### config.mk
export PLATFORM = sky130hd
export DESIGN_NAME = instr_encoder
export DESIGN_NICKNAME = d
export VERILOG_FILES = /design/src/rtl/mips_isa_pkg.sv /design/src/rtl/instr_pack.sv /design/src/rtl/instr_encoder.sv
export SDC_FILE = /design/constraint.sdc
export NUM_CORES = 1
export LEC_CHECK = 0
export CELL_PAD_IN_SITES_DETAIL_PLACEMENT = 1
export CELL_PAD_IN_SITES_GLOBAL_PLACEMENT = 1
export CORE_MARGIN = 2
export CORE_UTILIZATION = 34
export DETAILED_ROUTE_END_ITERATION = 12
export GPL_TIMING_DRIVEN = 0
export PLACE_DENSITY = 0.87
export SYNTH_ARGS = -nofsm -noshare
export SYNTH_HDL_FRONTEND = slang
export SYNTH_SLANG_ARGS = --single-unit
### constraint.sdc
create_clock -name clk -period 5.4 [get_ports clk]
set_input_delay 1.08 -clock clk [delete_from_list [all_inputs] [get_ports clk]]
set_output_delay 1.08 -clock clk [all_outputs]
set_load 0.01 [all_outputs]
### src/rtl/mips_isa_pkg.sv
// MIPS ISA constants shared by the instruction encoder and the control decoder.
package mips_isa_pkg;

  // Field widths of the 32-bit instruction word.
  localparam int unsigned OpW    = 6;
  localparam int unsigned RegW   = 5;
  localparam int unsigned ImmW   = 16;
  localparam int unsigned TgtW   = 26;
  localparam int unsigned MnemW  = 5;

  // Mnemonic codes; anything above MnBne is illegal.
  typedef enum logic [MnemW-1:0] {
    MnAdd, MnSub, MnAnd, MnOr, MnSlt, MnSltu, MnAddu, MnSubu, MnSll, MnNor,
    MnAddi, MnOri, MnLw, MnSw, MnBeq, MnLui, MnSlti, MnAndi, MnJ, MnJal, MnBne
  } mnem_e;

  localparam logic [OpW-1:0] OpRtype = 6'h00;
  localparam logic [OpW-1:0] OpAddi  = 6'h08;
  localparam logic [OpW-1:0] OpOri   = 6'h0D;
  localparam logic [OpW-1:0] OpLw    = 6'h23;
  localparam logic [OpW-1:0] OpSw    = 6'h2B;
  localparam logic [OpW-1:0] OpBeq   = 6'h04;
  localparam logic [OpW-1:0] OpLui   = 6'h0F;
  localparam logic [OpW-1:0] OpSlti  = 6'h0A;
  localparam logic [OpW-1:0] OpAndi  = 6'h0C;
  localparam logic [OpW-1:0] OpBne   = 6'h05;
  localparam logic [OpW-1:0] OpJ     = 6'h02;
  localparam logic [OpW-1:0] OpJal   = 6'h03;

  localparam logic [5:0] FnAdd  = 6'h20;
  localparam logic [5:0] FnSub  = 6'h22;
  localparam logic [5:0] FnAnd  = 6'h24;
  localparam logic [5:0] FnOr   = 6'h25;
  localparam logic [5:0] FnSlt  = 6'h2A;
  localparam logic [5:0] FnSltu = 6'h2B;
  localparam logic [5:0] FnAddu = 6'h21;
  localparam logic [5:0] FnSubu = 6'h23;
  localparam logic [5:0] FnSll  = 6'h00;
  localparam logic [5:0] FnNor  = 6'h27;

  function automatic logic [31:0] r_word(input logic [RegW-1:0] rs, input logic [RegW-1:0] rt,
                                         input logic [RegW-1:0] rd, input logic [RegW-1:0] shamt,
                                         input logic [5:0] funct);
    return {OpRtype, rs, rt, rd, shamt, funct};
  endfunction

  function automatic logic [31:0] i_word(input logic [OpW-1:0] op, input logic [RegW-1:0] rs,
                                         input logic [RegW-1:0] rt, input logic [ImmW-1:0] imm);
    return {op, rs, rt, imm};
  endfunction

  function automatic logic [31:0] j_word(input logic [OpW-1:0] op,
                                         input logic [TgtW-1:0] target);
    return {op, target};
  endfunction

endpackage

### src/rtl/instr_pack.sv
// Combinational packer: mnemonic plus fields to a 32-bit MIPS word.
module instr_pack
  import mips_isa_pkg::*;
(
  input  logic [MnemW-1:0] mnem,
  input  logic [RegW-1:0]  rs,
  input  logic [RegW-1:0]  rt,
  input  logic [RegW-1:0]  rd,
  input  logic [RegW-1:0]  shamt,
  input  logic [ImmW-1:0]  imm,
  input  logic [TgtW-1:0]  target,
  output logic [31:0]      word,
  output logic             illegal
);

  mnem_e m;
  assign m = mnem_e'(mnem);

  // Select the encoding; sll drops rs, other R-types drop shamt, lui drops rs.
  always_comb begin
    word    = '0;
    illegal = 1'b0;
    case (m)
      MnAdd:  word = r_word(rs, rt, rd, 5'd0, FnAdd);
      MnSub:  word = r_word(rs, rt, rd, 5'd0, FnSub);
      MnAnd:  word = r_word(rs, rt, rd, 5'd0, FnAnd);
      MnOr:   word = r_word(rs, rt, rd, 5'd0, FnOr);
      MnSlt:  word = r_word(rs, rt, rd, 5'd0, FnSlt);
      MnSltu: word = r_word(rs, rt, rd, 5'd0, FnSltu);
      MnAddu: word = r_word(rs, rt, rd, 5'd0, FnAddu);
      MnSubu: word = r_word(rs, rt, rd, 5'd0, FnSubu);
      MnSll:  word = r_word(5'd0, rt, rd, shamt, FnSll);
      MnNor:  word = r_word(rs, rt, rd, 5'd0, FnNor);
      MnAddi: word = i_word(OpAddi, rs, rt, imm);
      MnOri:  word = i_word(OpOri, rs, rt, imm);
      MnLw:   word = i_word(OpLw, rs, rt, imm);
      MnSw:   word = i_word(OpSw, rs, rt, imm);
      MnBeq:  word = i_word(OpBeq, rs, rt, imm);
      MnLui:  word = i_word(OpLui, 5'd0, rt, imm);
      MnSlti: word = i_word(OpSlti, rs, rt, imm);
      MnAndi: word = i_word(OpAndi, rs, rt, imm);
      MnJ:    word = j_word(OpJ, target);
      MnJal:  word = j_word(OpJal, target);
      MnBne:  word = i_word(OpBne, rs, rt, imm);
      default: illegal = 1'b1;
    endcase
  end

endmodule

### src/rtl/instr_encoder.sv
// Streams instruction descriptors into instruction memory at consecutive addresses.
module instr_encoder
  import mips_isa_pkg::*;
#(
  parameter int unsigned AW   = 8,
  parameter int unsigned BASE = 0
) (
  input  logic             clk,
  input  logic             rst,
  input  logic             start,
  input  logic             in_valid,
  output logic             in_ready,
  input  logic             in_last,
  input  logic [4:0]       in_mnem,
  input  logic [4:0]       in_rs,
  input  logic [4:0]       in_rt,
  input  logic [4:0]       in_rd,
  input  logic [4:0]       in_shamt,
  input  logic [15:0]      in_imm,
  input  logic [25:0]      in_target,
  output logic             im_we,
  output logic [AW-1:0]    im_addr,
  output logic [31:0]      im_wdata,
  output logic [AW:0]      count,
  output logic             done,
  output logic [1:0]       err
);

  localparam logic [1:0] StIdle = 2'd0;
  localparam logic [1:0] StLoad = 2'd1;
  localparam logic [1:0] StFin  = 2'd2;
  localparam logic [1:0] StHalt = 2'd3;

  localparam logic [AW-1:0] BaseAddr = AW'(BASE);
  localparam logic [AW-1:0] LastAddr = '1;

  logic [1:0]    state_q, state_d;
  logic [AW-1:0] addr_q, addr_d;
  logic [AW:0]   count_q, count_d;
  logic          done_q, done_d;
  logic [1:0]    err_q, err_d;
  logic          we_q, we_d;
  logic [AW-1:0] waddr_q, waddr_d;
  logic [31:0]   wdata_q, wdata_d;

  logic [31:0] word;
  logic        illegal;
  logic        accept;

  instr_pack u_pack (
    .mnem    (in_mnem),
    .rs      (in_rs),
    .rt      (in_rt),
    .rd      (in_rd),
    .shamt   (in_shamt),
    .imm     (in_imm),
    .target  (in_target),
    .word    (word),
    .illegal (illegal)
  );

  assign in_ready = (state_q == StLoad);
  // A start in the same cycle as a beat restarts the session and drops the beat.
  assign accept   = in_valid & in_ready & ~start;

  assign im_we    = we_q;
  assign im_addr  = waddr_q;
  assign im_wdata = wdata_q;
  assign count    = count_q;
  assign done     = done_q;
  assign err      = err_q;

  // Session sequencing, write staging and sticky status.
  always_comb begin
    state_d = state_q;
    addr_d  = addr_q;
    count_d = count_q;
    done_d  = done_q;
    err_d   = err_q;
    we_d    = 1'b0;
    waddr_d = waddr_q;
    wdata_d = wdata_q;
    if (start) begin
      state_d = StLoad;
      addr_d  = BaseAddr;
      count_d = '0;
      done_d  = 1'b0;
      err_d   = 2'b00;
    end else begin
      case (state_q)
        StLoad: begin
          if (accept) begin
            if (illegal) begin
              err_d[0] = 1'b1;
              state_d  = StHalt;
            end else begin
              we_d    = 1'b1;
              waddr_d = addr_q;
              wdata_d = word;
              count_d = count_q + (AW+1)'(1);
              if (in_last) begin
                state_d = StFin;
              end else if (addr_q == LastAddr) begin
                // Top word written but more beats pending: no room, stop.
                err_d[1] = 1'b1;
                state_d  = StHalt;
              end
              // The address register never wraps back to 0.
              if (addr_q != LastAddr) addr_d = addr_q + AW'(1);
            end
          end
        end
        StFin: begin
          done_d  = 1'b1;
          state_d = StIdle;
        end
        default: ;
      endcase
    end
  end

  // State and output registers; reset also kills any pending write strobe.
  always_ff @(posedge clk or posedge rst) begin
    if (rst) begin
      state_q <= StIdle;
      addr_q  <= BaseAddr;
      count_q <= '0;
      done_q  <= 1'b0;
      err_q   <= 2'b00;
      we_q    <= 1'b0;
      waddr_q <= BaseAddr;
      wdata_q <= '0;
    end else begin
      state_q <= state_d;
      addr_q  <= addr_d;
      count_q <= count_d;
      done_q  <= done_d;
      err_q   <= err_d;
      we_q    <= we_d;
      waddr_q <= waddr_d;
      wdata_q <= wdata_d;
    end
  end

endmodule
==> flow_summary_export.csv <==
group,metric,value,unit
outcome,status,"complete, no violations",
cells_and_area,fin_nets,527,
worst_hold_path,hold_path.class,"reg2reg",
cts,cts_buffers,9,
detailed_routing,drtPass1Iterations,6,
synth,yosysTopAreaCellShare,50.4,%
setup_path,worstPathArrival,3.14,ns
cells_and_area,final_common_cell,"clkdlybuf4s50_1",
setup_path,cp_top_family,"simple AND/OR/NAND/NOR gates",
sta,setup_viol_count_final,0,
power,p_per_area,318,nW/um^2
placement,hpwlAfterDp,7970,um
global_route,grt_pass1_wl,16800,um
worst_hold_path,worstHoldStart,"state_q[0]",
power,max-vdd-ir-drop,0.000131,V
setup_path,r2r_cells,6,
synth,synthTopCellsByArea,"dfrtp_1 50%, a21oi_1 6.8%, nor2_1 6.5%, mux2_2 3.3%, a222oi_1 3.3%",
setup_path,cp_max_fo,10,
synth,yosysWarnings,0,
die,pin_count,126,
cts,cts_buffer_depth,2,
setup_path,path_cells,"clkdlybuf4s50_1 -> clkbuf_1 -> nor4_1 -> a222oi_1 -> a21oi_1",
placement,portBuffers,122,
cells_and_area,area_growth_syn_to_layout,52.8,%
setup_path,r2r-start,"state_q[1]",
detailed_routing,vias,2998,
cts,cts.sinks,62,
detailed_routing,wirelength,10400,um
cts,cts_max_level,3,
worst_hold_path,hold_end,"state_q[0]",
synth,syn_inst,319,
cts,ctsRootBufferMaster,"clkbuf_8",
synth,yosys.area.top_type,"dfrtp_1",
setup_path,timing.rr.end,"im_wdata[23]",
setup_path,crit_buf_inv,2,
setup_path,slowest_stage,"nor4_1",
synth,yosysSeqAreaShare,50.4,%
global_route,grt_usage,21.7,%
global_route,grt_max_degree,40,
sta,grt_setup_unrepaired,"false",
cts,cts_tree,"built",
die,initial_core_util,35.1,%
detailed_routing,ant_nets,0,
sta,finalSetupTns,0,ns
detailed_routing,first_iter_violations,104,
setup_path,regToRegSetupSlack,3.50,ns
setup_path,endpoint_kind,"flip-flop",
synth,syn_area_per_cell,9.64,um^2
sta,whs,0.500,ns
detailed_routing,via_per_inst,5.30,
synth,synth_fp_nets,393,
cells_and_area,antenna_cells,0,
sta,hold_viol,0,
placement,gp_congestion,0.868,
sta,fin_skew,0.00499,ns
setup_path,critPathKind,"in2reg",
sta,fin_crit,2.87,ns
cts,worstSkewPairLatency,0.34,ns
sta,max_freq,0.348,GHz
synth,ys.flop_type,"dfrtp_1",
sta,worst_slew_pin_slew,0.994,ns
cts,postCtsSetupBuffers,0,
die,rows,34,
detailed_routing,drc,0,
cts,cts.clk_slew.worst_paths,0.07,ns
sta,slew-limit-headroom,33.1,%
synth,synth_edf_count,0,
die,die_area,9830,um^2
cells_and_area,final.fill_count,999,
global_route,antenna_found_initial,0,
global_route,overflow,0,
worst_hold_path,whs_path_depth,1,
cells_and_area,layout_common_cells,"122 x clkdlybuf4s50_1, 62 x dfrtp_1, 53 x nor2_1, 42 x a21oi_1, 20 x nand2_1",
setup_path,max_stage_delay,0.86,ns
setup_path,required,5.66,ns
synth,synth-seq-cells,62,
die,fp.dieH,99.1,um
synth,synth_area,3080,um^2
die,core,8760,um^2
detailed_routing,post_drt_wl_per_cell,18.4,um
sta,fin_crit_sh,53.2,%
cells_and_area,drive_gt1_share,10.5,%
cts,cts_resized,0,
sta,maxSlewViolCount,0,
synth,synth-async-reset-ratio,100,%
synth,synthDistinctLibCells,50,
global_route,grt_pass1_vias,3302,
setup_path,start_kind,"primary input",
cts,cts_hold_buffers,0,
die,die_w,99.1,um
power,p_leak,0.00197,uW
job,maxCapViolCount,0,
==> worst register-to-register path, delay by kind of cell (launching register included) <==
kind,cells,cell delay (ns)
buffers and inverters,2,0.58
DFF,1,0.40
and+or+nand+nor,3,0.68
AOI/OAI and AO/OA,1,0.11
==> power by group <==
group / internal, uW / total (uW) / switching [uW]
combinational: 225 / 402 / 177
sequential: 535 / 577 / 42.7
clock: 333 / 517 / 185
total: 1090 / 1500 / 404
==> sequential cells by signal (all words and copies together), names as in the netlist <==
| name | count |
|---|---|
| err | 2 |
| done | 1 |
| state_q | 2 |
| im_we | 1 |
| im_wdata | 31 |
| addr_q | 8 |
| im_addr | 8 |
| count | 9 |
==> how the worst max path moves through the flow <==
stage,from,to,cells after the start
after floorplan,rst,addr_q[0],1
after global placement,rst,im_wdata[6],2
after detailed placement,in_mnem[4],im_wdata[23],7
after CTS,in_mnem[4],im_wdata[23],7
after global routing,in_mnem[4],im_wdata[21],7
final,in_mnem[2],im_wdata[8],5
==> metal layers <==
layer | vias up | GRT usage (%) | share of wire [%]
li1 | 1400 | - | -
met3 | 13 | 5.48 | 7.0
met5 | - | 0 | 0
met4 | 0 | 5.80 | 1.0
met1 | 1482 | 25.2 | 41
met2 | 103 | 39.8 | 51
==> metrics by stage <==
| stage | total power (uW) | std cells | util (%) | area [um^2] | setup slack, ns |
|---|---|---|---|---|---|
| 2_1_floorplan | 742 | 319 | - | 3080 | 2.78 |
| 3_3_place_gp | 968 | 549 | 50.6 | 4430 | 1.65 |
| 3_5_place_dp | 992 | 550 | 50.8 | 4450 | 2.17 |
| 4_1_cts | 1510 | 566 | 53.7 | 4700 | 2.53 |
| 5_1_grt | 1570 | 566 | 53.7 | 4700 | 2.35 |
| 6_report | 1500 | 566 | 53.7 | 4700 | 2.53 |
==> final cells by class <==
type / count / area [um^2] / area share [%]
Clock buffer: 13 / 159 / 3.38
Buffer: 23 / 123 / 2.61
Timing Repair Buffer: 123 / 1240 / 26.4
Inverter: 7 / 26.3 / 0.559
Tap cell: 108 / 135 / 2.87
Sequential cell: 62 / 1550 / 33.0
Multi-Input combinational cell: 227 / 1380 / 29.3
Clock inverter: 3 / 90.1 / 1.92
==> synthesized netlist by cell type (all sizes together), types with 2 or more instances <==
| master | instances |
|---|---|
| and3 | 4 |
| nor3b | 3 |
| nand4 | 2 |
| nand2b | 4 |
| dfrtp | 62 |
| clkbuf | 6 |
| buf | 17 |
| nor3 | 8 |
| mux2 | 9 |
| nor2 | 54 |
| a222oi | 10 |
| a221oi | 2 |
| nand3 | 5 |
| nor2b | 2 |
| a22oi | 12 |
| a21oi | 42 |
| nor4 | 3 |
| xor2 | 4 |
| or2 | 2 |
| a21o | 3 |
| nand2 | 20 |
| inv | 7 |
| xnor2 | 11 |
| o21ai | 7 |
| ha | 2 |
==> cell families (layout without fill, tap and decap cells) <==
kind of cell	Yosys count	after routing	synth area share, %
other cells	1	1	0.122
fa+ha+maj	2	2	0.813
flops	62	62	50.4
xor+xnor	15	15	4.27
compound gates	88	88	19.2
buf+inv	30	169	4.84
simple gates	112	112	17.1
mux	9	9	3.29
(Power assumes the default switching activity.)
